## config.mk

```make
export PLATFORM = sky130hd
export DESIGN_NAME = ts_switch_sequencer
export DESIGN_NICKNAME = d
export VERILOG_FILES = /design/src/rtl/ts_ctrl_pkg.sv /design/src/rtl/seq_timer.sv /design/src/rtl/ts_switch_sequencer.sv
export SDC_FILE = /design/constraint.sdc
export NUM_CORES = 1
export LEC_CHECK = 0
export BUFFER_PORTS_ARGS = -buffer_cell sky130_fd_sc_hd__buf_4
export CORE_MARGIN = 4
export CORE_UTILIZATION = 43
export CTS_BUF_LIST = sky130_fd_sc_hd__clkbuf_16
export CTS_CLUSTER_SIZE = 24
export DETAILED_ROUTE_END_ITERATION = 12
export PLACE_DENSITY = 0.65
export SETUP_SLACK_MARGIN = 0.4
export SLEW_MARGIN = 10
export SYNTH_ARGS = -nofsm -noshare
export SYNTH_HDL_FRONTEND = slang
export SYNTH_SLANG_ARGS = --single-unit
```

## constraint.sdc

```tcl
create_clock -name clk -period 4.64 [get_ports clk]
set_clock_uncertainty 0.1 [all_clocks]
set_input_delay 0.464 -clock clk [delete_from_list [all_inputs] [get_ports clk]]
set_output_delay 0.464 -clock clk [all_outputs]
set_load 0.03 [all_outputs]
```

## src/rtl/ts_ctrl_pkg.sv

```systemverilog
// Shared TS-control definitions: sequencer state encoding, channel ids, packet length.
package ts_ctrl_pkg;

  typedef enum logic [1:0] {
    ST_IDLE   = 2'd0,
    ST_LOCKED = 2'd1,
    ST_ARMED  = 2'd2,
    ST_HOLD   = 2'd3
  } seq_state_e;

  localparam logic [1:0] CH1 = 2'd0;
  localparam logic [1:0] CH2 = 2'd1;
  localparam logic [1:0] CH3 = 2'd2;
  localparam logic [1:0] CH4 = 2'd3;

  localparam int unsigned TS_PKT_LEN = 188;

  function automatic logic [7:0] sat_inc8(input logic [7:0] v);
    return (v == 8'hFF) ? v : v + 8'd1;
  endfunction

endpackage

```

## src/rtl/seq_timer.sv

```systemverilog
// Shared 16-bit cycle counter: clear has priority over count; tc_o flags cnt == limit_i.
module seq_timer (
  input  logic        clk,
  input  logic        rst,
  input  logic        clr_i,
  input  logic        en_i,
  input  logic [15:0] limit_i,
  output logic        tc_o
);

  logic [15:0] cnt_q, cnt_d;

  always_comb begin
    cnt_d = cnt_q;
    if (clr_i)     cnt_d = 16'd0;
    else if (en_i) cnt_d = cnt_q + 16'd1;
  end

  always_ff @(posedge clk or negedge rst) begin
    if (!rst) cnt_q <= 16'd0;
    else      cnt_q <= cnt_d;
  end

  assign tc_o = (cnt_q == limit_i);

endmodule

```

## src/rtl/ts_switch_sequencer.sv

```systemverilog
// TS input mux sequencer: defers channel switches to the target's packet boundary,
// forcing the switch on timeout and enforcing a holdoff after every switch.
module ts_switch_sequencer
  import ts_ctrl_pkg::*;
#(
  parameter logic [15:0] TIMEOUT = 16'd2048,
  parameter logic [7:0]  HOLDOFF = 8'(TS_PKT_LEN)
) (
  input  logic       clk,
  input  logic       rst,
  input  logic [1:0] req_channel,
  input  logic       req_en,
  input  logic [3:0] sop,
  input  logic [3:0] valid,
  output logic [1:0] sel,
  output logic       sel_en,
  output logic       switching,
  output logic       switch_done,
  output logic       timeout_err,
  output logic       abort,
  output logic [7:0] switch_count
);

  seq_state_e state_q, state_d;
  logic [1:0] sel_q, sel_d, target_q, target_d;
  logic       sel_en_q, sel_en_d, switching_q;
  logic       done_q, done_d, tmo_q, tmo_d, abort_q, abort_d;
  logic [7:0] count_q, count_d;
  logic       retarget, tmr_clr, tmr_en, tmr_tc;
  logic [15:0] tmr_limit;

  assign tmr_limit = (state_q == ST_HOLD) ? ({8'd0, HOLDOFF} - 16'd1) : (TIMEOUT - 16'd1);
  assign tmr_en    = (state_q == ST_ARMED) || (state_q == ST_HOLD);

  seq_timer u_timer (
    .clk     (clk),
    .rst     (rst),
    .clr_i   (tmr_clr),
    .en_i    (tmr_en),
    .limit_i (tmr_limit),
    .tc_o    (tmr_tc)
  );

  always_comb begin
    state_d  = state_q;
    sel_d    = sel_q;
    sel_en_d = sel_en_q;
    target_d = target_q;
    count_d  = count_q;
    done_d   = 1'b0;
    tmo_d    = 1'b0;
    abort_d  = 1'b0;
    retarget = 1'b0;
    if (!req_en) begin
      state_d  = ST_IDLE;
      sel_en_d = 1'b0;
    end else begin
      case (state_q)
        ST_IDLE: begin
          state_d  = ST_ARMED;
          target_d = req_channel;
        end
        ST_LOCKED: begin
          if (req_channel != sel_q) begin
            state_d  = ST_ARMED;
            target_d = req_channel;
          end
        end
        ST_ARMED: begin
          if (!valid[target_q]) begin
            abort_d = 1'b1;
            state_d = sel_en_q ? ST_LOCKED : ST_IDLE;
          end else if (sop[target_q] || tmr_tc) begin
            state_d  = ST_HOLD;
            sel_d    = target_q;
            sel_en_d = 1'b1;
            done_d   = 1'b1;
            tmo_d    = !sop[target_q];
            count_d  = sat_inc8(count_q);
          end else if ((req_channel != target_q) && (req_channel != sel_q)) begin
            target_d = req_channel;
            retarget = 1'b1;
          end else if ((req_channel == sel_q) && sel_en_q) begin
            state_d = ST_LOCKED;
          end
        end
        ST_HOLD: begin
          if (tmr_tc) state_d = ST_LOCKED;
        end
        default: state_d = ST_IDLE;
      endcase
    end
    // The counter restarts on every state entry and on each retarget.
    tmr_clr = retarget || (state_d != state_q);
  end

  always_ff @(posedge clk or negedge rst) begin
    if (!rst) begin
      state_q     <= ST_IDLE;
      sel_q       <= CH1;
      sel_en_q    <= 1'b0;
      target_q    <= CH1;
      switching_q <= 1'b0;
      done_q      <= 1'b0;
      tmo_q       <= 1'b0;
      abort_q     <= 1'b0;
      count_q     <= 8'd0;
    end else begin
      state_q     <= state_d;
      sel_q       <= sel_d;
      sel_en_q    <= sel_en_d;
      target_q    <= target_d;
      switching_q <= (state_d == ST_ARMED);
      done_q      <= done_d;
      tmo_q       <= tmo_d;
      abort_q     <= abort_d;
      count_q     <= count_d;
    end
  end

  assign sel          = sel_q;
  assign sel_en       = sel_en_q;
  assign switching    = switching_q;
  assign switch_done  = done_q;
  assign timeout_err  = tmo_q;
  assign abort        = abort_q;
  assign switch_count = count_q;

endmodule

```

==> out/results.tsv, run 1 <==
stage	metric	value	unit
worst_setup_path	R2R setup slack	2.04	ns
worst_setup_path	CP Capture Type	flop	
floorplan	die area	0.00543	mm^2
layout	share of cells above drive strength 1	21.0	%
cts	# clock sinks	35	
power_and_ir_drop	Pint	0.756	mW
worst_setup_path	crit path DAT	2.61	ns
cts	Num CTS Buffers	5	
sta	final worst-path cycle share	56.1	%
power_and_ir_drop	Sw Share	35.6	%
route	DR vias	1433	
global_routing	total grt overflow	0	
global_routing	largest net degree at the start of global routing	36	
placed_design	# port buffers	27	
worst_setup_path	critical setup path kind	flop to flop	
worst_setup_path	slowest stage delay, CP	0.74	ns
worst_setup_path	FF-to-FF End	u_timer.cnt_q[12]	
global_routing	initial antenna violation count	0	
global_routing	first-pass GRT wire length	6.62	mm
layout	Ant. Diodes	0	
sta	Final Hold Viols	0	
route	1st-pass router iterations	4	
job	# Max-Cap Violations	0	
power_and_ir_drop	Tot Pwr	1.18	mW
floorplan	Die Height	73.7	um
placed_design	Placer Congestion	0.826	
logic_synthesis	count of cell types in the netlist	37	
sta	Max transition margin	39.3	%
cts	htree depth	2	
logic_synthesis	Seq/Total Area, Yosys	47.2	%
logic_synthesis	Synth Flop Type	dfrtp_1	
route	routed wire length per instance	14.6	um
route	Avg Vias per Cell	5.43	
logic_synthesis	Async S/R FF share, synth	100	%
cts	Clock transition at path regs	0.05	ns
logic_synthesis	synth top area cells	dfrtp_1 47%, xor2_1 7.5%, nor3_1 4.3%	
route	DRC viols	0	
worst_setup_path	Worst Reg-to-Reg Cells	4	
worst_setup_path	Crit-path slowest cell	o21ai_1	
logic_synthesis	synth warn	0	
worst_setup_path	Worst EP required	4.65	ns
power_and_ir_drop	clock share of power	32.0	%
worst_setup_path	worst-path fanout max	13	
placed_design	pre-CTS setup slack	1.86	ns
placed_design	detailed placement HPWL	2.78	mm
power_and_ir_drop	Worst IR Drop VDD	0.000324	V
logic_synthesis	Synth top area share	47.2	%
worst_setup_path	CP cell instances	mux4_2 -> o31a_1 -> o21ai_1 -> nor3_1	
cts	later-pin clock latency in the skew report	0.28	ns
power_and_ir_drop	pwr/cell area	520	mW/mm^2
sta	Final Setup Violations	0	
sta	Pins Over Slew Limit	0	
power_and_ir_drop	Switch Pwr	0.419	mW
cts	clock root cell	clkbuf_16	
floorplan	Initial Utilization	45.4	%
worst_setup_path	crit path launch type	flop	
power_and_ir_drop	leak pwr	1.02	nW
route	Initial DRC Count	40	
logic_synthesis	#FFs+latches synth	35	
sta	Min Clock Period, post-route	2.60	ns
global_routing	vias in the first global route	1463	
logic_synthesis	Cell Area, Synth	0.00186	mm^2
logic_synthesis	Post-Syn Nets	202	
sta	FMAX	384	MHz
cts	clock tree buffer depth	2	
cts	number of gates resized after cts	0	
worst_setup_path	Crit. Startpoint	target_q[0]	
cts	CTS tree	yes	
sta	final setup margin	2.04	ns
logic_synthesis	EDFF count, synth	0	
sta	RSZ-0062 raised after global routing	no	
cts	hold_buf cts	0	
layout	design area	0.00226	mm^2
layout	Layout fillers	376	
floorplan	Ports	28	
floorplan	core area	0.00409	mm^2
floorplan	DIE WIDTH	73.7	um
logic_synthesis	synthesized instance count	187	
sta	hold_ws	0.0316	ns
power_and_ir_drop	Comb pwr share	31.3	%
placed_design	Placed Area	0.00209	mm^2
layout	most frequent cells in the layout	35 x dfrtp_1, 27 x buf_4, 18 x nand2_1	
route	drt total wl	3.85	mm
worst_setup_path	Setup crit end	u_timer.cnt_q[12]	
floorplan	cell row count	23	
sta	Tightest Pin Transition	0.905	ns
sta	aggregate negative setup slack	0	ns
logic_synthesis	Mapped Avg Cell Area	9.93	um^2
worst_setup_path	FF-to-FF Start	target_q[0]	
min_path	Worst Hold Class	primary input to asynchronous set/reset pin	
logic_synthesis	biggest area consumer among synthesized cells	dfrtp_1	
layout	commonest non-fill, non-tap cell in the layout	dfrtp_1	
cts	Post-CTS Setup Inserts	0	
status	status	complete, no violations	
route	DRT antenna net count	0	
power_and_ir_drop	sequential power share	36.8	%
layout	area grow syn2layout	21.8	%
global_routing	GRT Util Overall	15.9	%
layout	Final nets	228	
==> sequential cells by signal, summed over array words and instances (netlist names) <==
name,flops
switch_count,8
timeout_err,1
u_timer.cnt_q,16
switching,1
state_q,2
target_q,2
sel_en,1
sel,2
abort,1
switch_done,1
==> metrics by stage <==
stage,cells,util (%)
after floorplan,187,-
after global placement,256,51.1
after detailed placement,256,51.1
after CTS,264,55.2
after global routing,264,55.3
final,264,55.3
==> kinds of logic after synthesis <==
logic type | after synthesis | synth area share, %
fa+ha+maj | 2 | 1.35
buf+inv | 11 | 2.43
mux | 7 | 5.46
compound gates | 23 | 8.15
flops | 35 | 47.2
xor+xnor | 24 | 11.3
simple gates | 85 | 24.1
==> cell type report <==
type	instances	area [um^2]	area share, %
clock buffer	5	125	5.53
timing repair buffer	27	203	8.97
clock inverter	3	43.8	1.94
tap	50	62.6	2.77
sequential	35	876	38.7
multi-input combinational	141	940	41.6
inverter	3	11.3	0.498
==> routing by layer <==
metal / global-route usage (%) / wire, um / vias to the layer above / part of all wire (%)
met4: 6.04 / 48 / 0 / 1.2
met3: 4.51 / 197 / 5 / 5.1
met2: 26.3 / 1870 / 32 / 48
met1: 19.5 / 1740 / 672 / 45
li1: - / - / 724 / -
met5: 0 / 0 / - / 0
==> cell usage after synthesis, types with 2 or more instances <==
| cell | instances |
|---|---|
| or4_1 | 2 |
| inv_1 | 3 |
| xnor2_1 | 8 |
| a21o_1 | 2 |
| nand3_1 | 8 |
| nand2b_1 | 4 |
| nor4_1 | 2 |
| nor3_1 | 16 |
| and4_1 | 2 |
| ha_1 | 2 |
| o21ai_0 | 2 |
| o211ai_1 | 2 |
| nand2_1 | 18 |
| clkbuf_1 | 5 |
| nand4_1 | 8 |
| a21oi_1 | 7 |
| mux4_2 | 2 |
| xor2_1 | 16 |
| dfrtp_1 | 35 |
| nor2_1 | 14 |
| nor3b_1 | 3 |
| o21ai_1 | 3 |
| mux2_2 | 5 |
| nor4b_1 | 3 |
| buf_2 | 3 |
==> critical path, delay by kind of cell, from the launching register on <==
kind	cells	cell delay, ns
compound gates	2	1.13
flops	1	0.45
mux	1	0.61
simple gates	1	0.14
==> worst min path at each step <==
stage | startpoint | endpoint | slack, ns
finish | rst | u_timer.cnt_q[7] | 0.03
global route | rst | switch_count[2] | 0.06
CTS | rst | u_timer.cnt_q[1] | 0.04
detailed placement | rst | u_timer.cnt_q[1] | 0.34
global placement | rst | u_timer.cnt_q[3] | 0.33
floorplan | rst | abort | 0.07
==> power by group through the flow <==
stage          Combinational, mW  Clock (mW)  Sequential, mW
2_1_floorplan              0.222           0           0.468
3_3_place_gp               0.361           0           0.434
3_5_place_dp               0.367           0           0.437
4_1_cts                    0.368       0.388           0.432
5_1_grt                    0.400       0.402           0.443
6_report                   0.367       0.376           0.432
Power figures use the tool's default switching activity.
==> run 2: changes to the inputs <==
--- a/config.mk
+++ b/config.mk
@@ -5,13 +5,14 @@
 export SDC_FILE = /design/constraint.sdc
 export NUM_CORES = 1
 export LEC_CHECK = 0
+export ABC_AREA = 1
 export BUFFER_PORTS_ARGS = -buffer_cell sky130_fd_sc_hd__buf_4
 export CORE_MARGIN = 4
 export CORE_UTILIZATION = 43
 export CTS_BUF_LIST = sky130_fd_sc_hd__clkbuf_16
 export CTS_CLUSTER_SIZE = 24
 export DETAILED_ROUTE_END_ITERATION = 12
-export PLACE_DENSITY = 0.65
+export PLACE_DENSITY = 0.64
 export SETUP_SLACK_MARGIN = 0.4
 export SLEW_MARGIN = 10
 export SYNTH_ARGS = -nofsm -noshare
==> constraint.sdc (replaced) <==
create_clock -name clk -period 2.64 [get_ports clk]
set_clock_uncertainty 0.1 [all_clocks]
set_input_delay 0.264 -clock clk [delete_from_list [all_inputs] [get_ports clk]]
set_output_delay 0.264 -clock clk [all_outputs]
set_load 0.03 [all_outputs]
==> run 2 against run 1 <==
Non-clock buffer count increased by 3; largest power group is now combinational logic; global-route usage down 1.1 points; maximum frequency rose by 26%.
==> out/results.tsv, run 2 <==
stage	metric	value	unit
logic_synthesis	Synth Flop Type	dfrtp_1	
logic_synthesis	Mapped Avg Cell Area	8.38	um^2
worst_setup_path	crit path launch type	flop	
logic_synthesis	cell with the most instances after synthesis	nand2_1	
route	DRT antenna net count	0	
global_routing	initial antenna violation count	0	
worst_setup_path	Worst EP required	2.70	ns
sta	final setup margin	0.574	ns
power_and_ir_drop	sequential power share	32.6	%
global_routing	largest net degree at the start of global routing	36	
min_path	Worst Hold Class	primary input to flop	
logic_synthesis	EDFF count, synth	0	
floorplan	Initial Utilization	44.2	%
floorplan	Ports	28	
power_and_ir_drop	clock share of power	22.6	%
sta	final worst-path cycle share	78.3	%
sta	aggregate negative setup slack	0	ns
logic_synthesis	biggest area consumer among synthesized cells	dfrtp_1	
sta	Final Hold Viols	0	
route	Avg Vias per Cell	4.58	
route	Initial DRC Count	51	
floorplan	core area	0.00472	mm^2
power_and_ir_drop	pwr/cell area	967	mW/mm^2
worst_setup_path	critical setup path kind	flop to flop	
layout	Ant. Diodes	0	
global_routing	GRT Util Overall	14.7	%
logic_synthesis	#FFs+latches synth	35	
layout	commonest non-fill, non-tap cell in the layout	nand2_1	
power_and_ir_drop	Comb pwr share	44.8	%
sta	Tightest Pin Transition	0.471	ns
sta	FMAX	484	MHz
cts	Clock transition at path regs	0.05	ns
logic_synthesis	Async S/R FF share, synth	100	%
logic_synthesis	Synth top cells by count	59 x nand2_1, 35 x dfrtp_1, 25 x inv_1, 23 x nor2_1	
placed_design	Placed Area	0.00234	mm^2
logic_synthesis	Cell Area, Synth	0.00209	mm^2
power_and_ir_drop	Worst IR Drop VDD	0.000664	V
floorplan	cell row count	25	
cts	htree depth	2	
logic_synthesis	count of cell types in the netlist	30	
placed_design	# port buffers	27	
logic_synthesis	synth top area cells	dfrtp_1 42%, nand2_1 11%, nor2_4 7.6%	
placed_design	detailed placement HPWL	2.91	mm
logic_synthesis	Seq/Total Area, Yosys	42.0	%
route	DR vias	1606	
layout	most frequent cells in the layout	59 x nand2_1, 34 x dfrtp_1, 29 x buf_4	
layout	Layout fillers	460	
route	DRC viols	0	
placed_design	pre-CTS setup slack	0.447	ns
logic_synthesis	synth warn	0	
layout	share of cells above drive strength 1	26.4	%
sta	Min Clock Period, post-route	2.07	ns
logic_synthesis	Post-Syn Nets	264	
power_and_ir_drop	leak pwr	1.15	nW
floorplan	die area	0.00603	mm^2
power_and_ir_drop	Sw Share	44.6	%
worst_setup_path	worst-path fanout max	7	
power_and_ir_drop	Pint	1.35	mW
status	status	complete, no violations	
logic_synthesis	Synth top area share	42.0	%
job	# Max-Cap Violations	0	
sta	Pins Over Slew Limit	0	
worst_setup_path	CP Capture Type	flop	
floorplan	DIE WIDTH	77.6	um
global_routing	vias in the first global route	1585	
sta	Final Setup Violations	0	
power_and_ir_drop	Switch Pwr	1.08	mW
cts	# clock sinks	35	
layout	design area	0.00251	mm^2
cts	clock tree buffer depth	2	
layout	Largest register FFs	16	
worst_setup_path	crit path DAT	2.13	ns
sta	RSZ-0062 raised after global routing	no	
placed_design	DP Cell Count	340	
global_routing	total grt overflow	0	
cts	clock root cell	clkbuf_16	
route	drt total wl	3.87	mm
layout	Non-Filler Instances	351	
cts	later-pin clock latency in the skew report	0.28	ns
route	1st-pass router iterations	5	
layout	Final nets	298	
layout	Final Util	53.2	%
route	routed wire length per instance	11.0	um
layout	area grow syn2layout	20.5	%
global_routing	first-pass GRT wire length	7.08	mm
cts	Num CTS Buffers	5	
sta	Max transition margin	68.3	%
layout	Largest Register	u_timer.cnt_q	
placed_design	Placer Congestion	0.855	
logic_synthesis	synthesized instance count	249	
floorplan	Die Height	77.6	um
cts	CTS tree	yes	
run 2: cell types whose count changed after synthesis, moves of 7 or more:
cell | previous run | this run
nor2_4 | 0 | 14
nand2_2 | 0 | 8
inv_1 | 3 | 25
nor3_1 | 16 | 5
o21ai_0 | 2 | 9
nand2_1 | 18 | 59
nor2_1 | 14 | 23
run 2: layout make-up:
type                            instances  area (um^2)  area share [%]
Timing Repair Buffer                   30          228            9.06
Sequential cell                        35          877            34.9
Clock buffer                            5          125            4.98
Clock inverter                          3         15.0           0.598
Inverter                               32          121            4.83
Tap cell                               67         83.8            3.34
Multi-Input combinational cell        179         1060            42.3
run 2: per-layer routing:
layer | GRT usage (%) | vias up | share of wire (%)
met1 | 19.2 | 722 | 49
met3 | 4.06 | 5 | 4.3
met4 | 5.69 | 0 | 1.6
li1 | - | 850 | -
met5 | 0 | - | 0
met2 | 23.2 | 29 | 45
run 2: critical path, stage by stage (launching register included):
cell	delay, ns
dfrtp_1	0.41
ha_1	0.21
nand4_1	0.20
nor2_4	0.18
nand3_4	0.11
nand2_1	0.12
nand2_2	0.13
nor2_4	0.21
nand4_1	0.13
xnor2_1	0.15
run 2: kinds of logic after synthesis:
| logic type | share of synthesized area, % |
|---|---|
| multiplexers | 0.480 |
| flip-flops | 42.0 |
| adder cells (fa/ha/maj) | 1.20 |
| AO/OA/AOI/OAI | 4.32 |
| XOR/XNOR | 7.98 |
| buffers and inverters | 7.50 |
| AND/OR/NAND/NOR | 36.5 |
run 2: worst paths after layout:
kind	cells past startpoint	startpoint	slack, ns	endpoint
worst max-delay path	9	u_timer.cnt_q[0]	0.57	switch_count[5]
worst min-delay path	3	req_en	0.18	timeout_err
worst max register to register	9	u_timer.cnt_q[0]	0.57	switch_count[5]
worst min register to register	1	switch_count[6]	0.41	switch_count[6]
max in group asynchronous	2	rst	1.74	state_q[1]
min in group asynchronous	2	rst	0.37	timeout_err
run 2: repair_timing:
item	CTS	global route
buffers inserted	0	2
endpoints found under the hold margin	35	0
gates resized for setup	0	2
setup endpoints to repair	0	21
hold buffers	1	0
run 2: per-stage QoR:
| step | hold WS [ns] | power [mW] |
|---|---|---|
| after floorplan | -0.132 | 1.65 |
| after global placement | 0.144 | 1.85 |
| after detailed placement | 0.142 | 1.85 |
| after CTS | 0.179 | 2.42 |
| after global routing | 0.185 | 2.61 |
| final | 0.183 | 2.43 |
run 2: power groups by stage:
stage / combinational, mW / sequential, mW / clock, mW
3_3_place_gp: 1.05 / 0.799 / 0
5_1_grt: 1.21 / 0.813 / 0.592
3_5_place_dp: 1.05 / 0.798 / 0
4_1_cts: 1.06 / 0.792 / 0.565
2_1_floorplan: 0.756 / 0.896 / 0
6_report: 1.09 / 0.793 / 0.548
==> run 3: changes to the inputs <==
--- a/config.mk
+++ b/config.mk
@@ -12,7 +12,7 @@
 export CTS_BUF_LIST = sky130_fd_sc_hd__clkbuf_16
 export CTS_CLUSTER_SIZE = 24
 export DETAILED_ROUTE_END_ITERATION = 12
-export PLACE_DENSITY = 0.64
+export PLACE_DENSITY = 0.67
 export SETUP_SLACK_MARGIN = 0.4
 export SLEW_MARGIN = 10
 export SYNTH_ARGS = -nofsm -noshare
==> constraint.sdc (replaced) <==
create_clock -name clk -period 1.9 [get_ports clk]
set_clock_uncertainty 0.1 [all_clocks]
set_input_delay 0.19 -clock clk [delete_from_list [all_inputs] [get_ports clk]]
set_output_delay 0.19 -clock clk [all_outputs]
set_load 0.03 [all_outputs]
==> run 3 against run 2 <==
Register-to-register slack worse by 0.56 ns; maximum frequency up 9.6%; global-route usage is 0.97 points higher; combinational power is 89% higher; via count up 6.4%; first-iteration DRC count rose by 120%; clock power is 39% higher.
==> out/results.tsv, run 3 (synthesis gave the netlist of run 2 again) <==
stage	metric	value	unit
sta	hold_ws	0.109	ns
route	routed wire length per instance	11.4	um
route	DRT antenna net count	0	
global_routing	first-pass GRT wire length	7.60	mm
cts	clock root cell	clkbuf_16	
sta	Tightest Pin Transition	0.455	ns
layout	share of cells above drive strength 1	39.6	%
route	met1 WL	1.96	mm
sta	Min Clock Period, post-route	1.89	ns
layout	Register Area	882	um^2
sta	Final Setup Violations	0	
placed_design	Placer Congestion	0.776	
placed_design	detailed placement HPWL	3.09	mm
placed_design	# port buffers	27	
sta	final worst-path cycle share	99.2	%
worst_setup_path	cell mode on critical path	nand2_2	
layout	commonest non-fill, non-tap cell in the layout	nand2_1	
route	routed wl met2	2.06	mm
worst_setup_path	Worst EP required	1.96	ns
status	status	complete, no violations	
cts	Num CTS Buffers	5	
route	Initial DRC Count	114	
worst_setup_path	Crit-path slowest cell	dfrtp_1	
layout	Ant. Diodes	0	
placed_design	DP Cell Count	357	
global_routing	largest net degree at the start of global routing	36	
worst_setup_path	crit path launch type	flop	
cts	CTS tree	yes	
power_and_ir_drop	pwr/cell area	1400	mW/mm^2
cts	# clock sinks	35	
layout	Layout fillers	414	
min_path	Worst Hold Class	primary input to flop	
global_routing	GRT Util Overall	15.7	%
sta	aggregate negative setup slack	0	ns
floorplan	Die Height	77.6	um
route	drt total wl	4.23	mm
cts	htree depth	2	
route	DR vias	1708	
power_and_ir_drop	Tot Pwr	3.90	mW
route	DRC viols	0	
route	WL met3	141	um
global_routing	total grt overflow	0	
floorplan	die area	0.00603	mm^2
layout	area grow syn2layout	33.5	%
layout	Largest Register	u_timer.cnt_q	
floorplan	DIE WIDTH	77.6	um
floorplan	Ports	28	
route	1st-pass router iterations	4	
sta	Pins Over Slew Limit	0	
worst_setup_path	crit path DAT	1.94	ns
sta	Max transition margin	69.6	%
worst_setup_path	worst-path fanout max	8	
layout	Largest register FFs	16	
worst_setup_path	CP cell instances	ha_2 -> nand4_1 -> nor2_4 -> nand3_4 -> nand3_2 -> nand2_1 -> nand2_2 -> nand2_2 -> nand2_2 -> nand2_2 -> nand2_4 -> buf_12 -> nor2_4	
cts	later-pin clock latency in the skew report	0.28	ns
global_routing	vias in the first global route	1720	
layout	multi-input logic area	0.00115	mm^2
floorplan	Initial Utilization	44.2	%
worst_setup_path	CP Capture Type	flop	
sta	FMAX	530	MHz
worst_setup_path	slowest stage delay, CP	0.35	ns
cts	clock tree buffer depth	2	
layout	Non-Filler Instances	370	
job	# Max-Cap Violations	0	
layout	Final nets	317	
power_and_ir_drop	leak pwr	1.28	nW
sta	RSZ-0062 raised after global routing	yes	
worst_setup_path	critical setup path kind	flop to flop	
layout	most frequent cells in the layout	55 x nand2_1, 44 x buf_4, 30 x dfrtp_1	
sta	Final Hold Viols	0	
floorplan	core area	0.00472	mm^2
global_routing	initial antenna violation count	0	
cts	Clock transition at path regs	0.05	ns
route	Avg Vias per Cell	4.62	
floorplan	cell row count	25	
placed_design	pre-CTS setup slack	-0.0326	ns
power_and_ir_drop	Worst IR Drop VDD	0.000988	V
sta	final setup margin	0.0143	ns
route	uppermost layer routed	met4	
[run 3: changes by cell type in the layout (fill, tap and decap cells not counted), moves of 4 or more]
cell     before  now
buf_4        29   44
nor2_1       23   17
o21ai_0       9    5
nand2_1      59   55
dfrtp_2       1    5
dfrtp_1      34   30
[run 3: cell type report]
type,instances,area share (%)
clock buffers,5,4.49
clock inverters,3,0.449
inverters,32,4.45
multi-input cells,179,41.5
flip-flops and latches,35,31.7
well taps,67,3.01
repair buffers,49,14.5
[run 3: critical path, delay by kind of cell, from the launching register on]
family	cells	cell delay, ns
and+or+nand+nor	11	0.98
buffers and inverters	1	0.16
DFF	1	0.35
adders and majority gates	1	0.18
[run 3: repair_timing]
| item | in CTS | in global routing |
|---|---|---|
| pin swaps | 8 | 7 |
| endpoints found under the hold margin | 35 | 0 |
| setup buffers | 4 | 0 |
| gates cloned | 0 | 0 |
| endpoints found under the setup margin | 33 | 34 |
| hold buffers | 1 | 0 |
| gates resized for setup | 11 | 23 |
[run 3: worst paths after layout]
kind                                endpoint  cells past startpoint  slack, ns        startpoint
max in group asynchronous   u_timer.cnt_q[6]                      2       1.04               rst
min reg2reg                  switch_count[0]                      1       0.40   switch_count[0]
max                        u_timer.cnt_q[12]                     13       0.01  u_timer.cnt_q[0]
max reg2reg                u_timer.cnt_q[12]                     13       0.01  u_timer.cnt_q[0]
min in group asynchronous    switch_count[7]                      2       0.30               rst
min                              target_q[0]                      3       0.11    req_channel[0]
[run 3: where the power goes]
| group | internal (mW) | switching, mW |
|---|---|---|
| clock network | 0.473 | 0.286 |
| logic | 0.828 | 1.24 |
| registers | 0.908 | 0.170 |
[run 3: layer usage]
layer / vias to the layer above / GRT usage (%)
li1: 899 / -
met5: - / 0
met3: 5 / 3.60
met1: 782 / 20.6
met2: 22 / 25.7
met4: 0 / 4.80
[run 3: metrics by stage]
| step | instance area (um^2) | util [%] |
|---|---|---|
| 3_3_place_gp | 2510 | 53.1 |
| 3_5_place_dp | 2510 | 53.1 |
| 2_1_floorplan | 2100 | - |
| 5_1_grt | 2790 | 59.0 |
| 6_report | 2790 | 59.0 |
| 4_1_cts | 2720 | 57.5 |
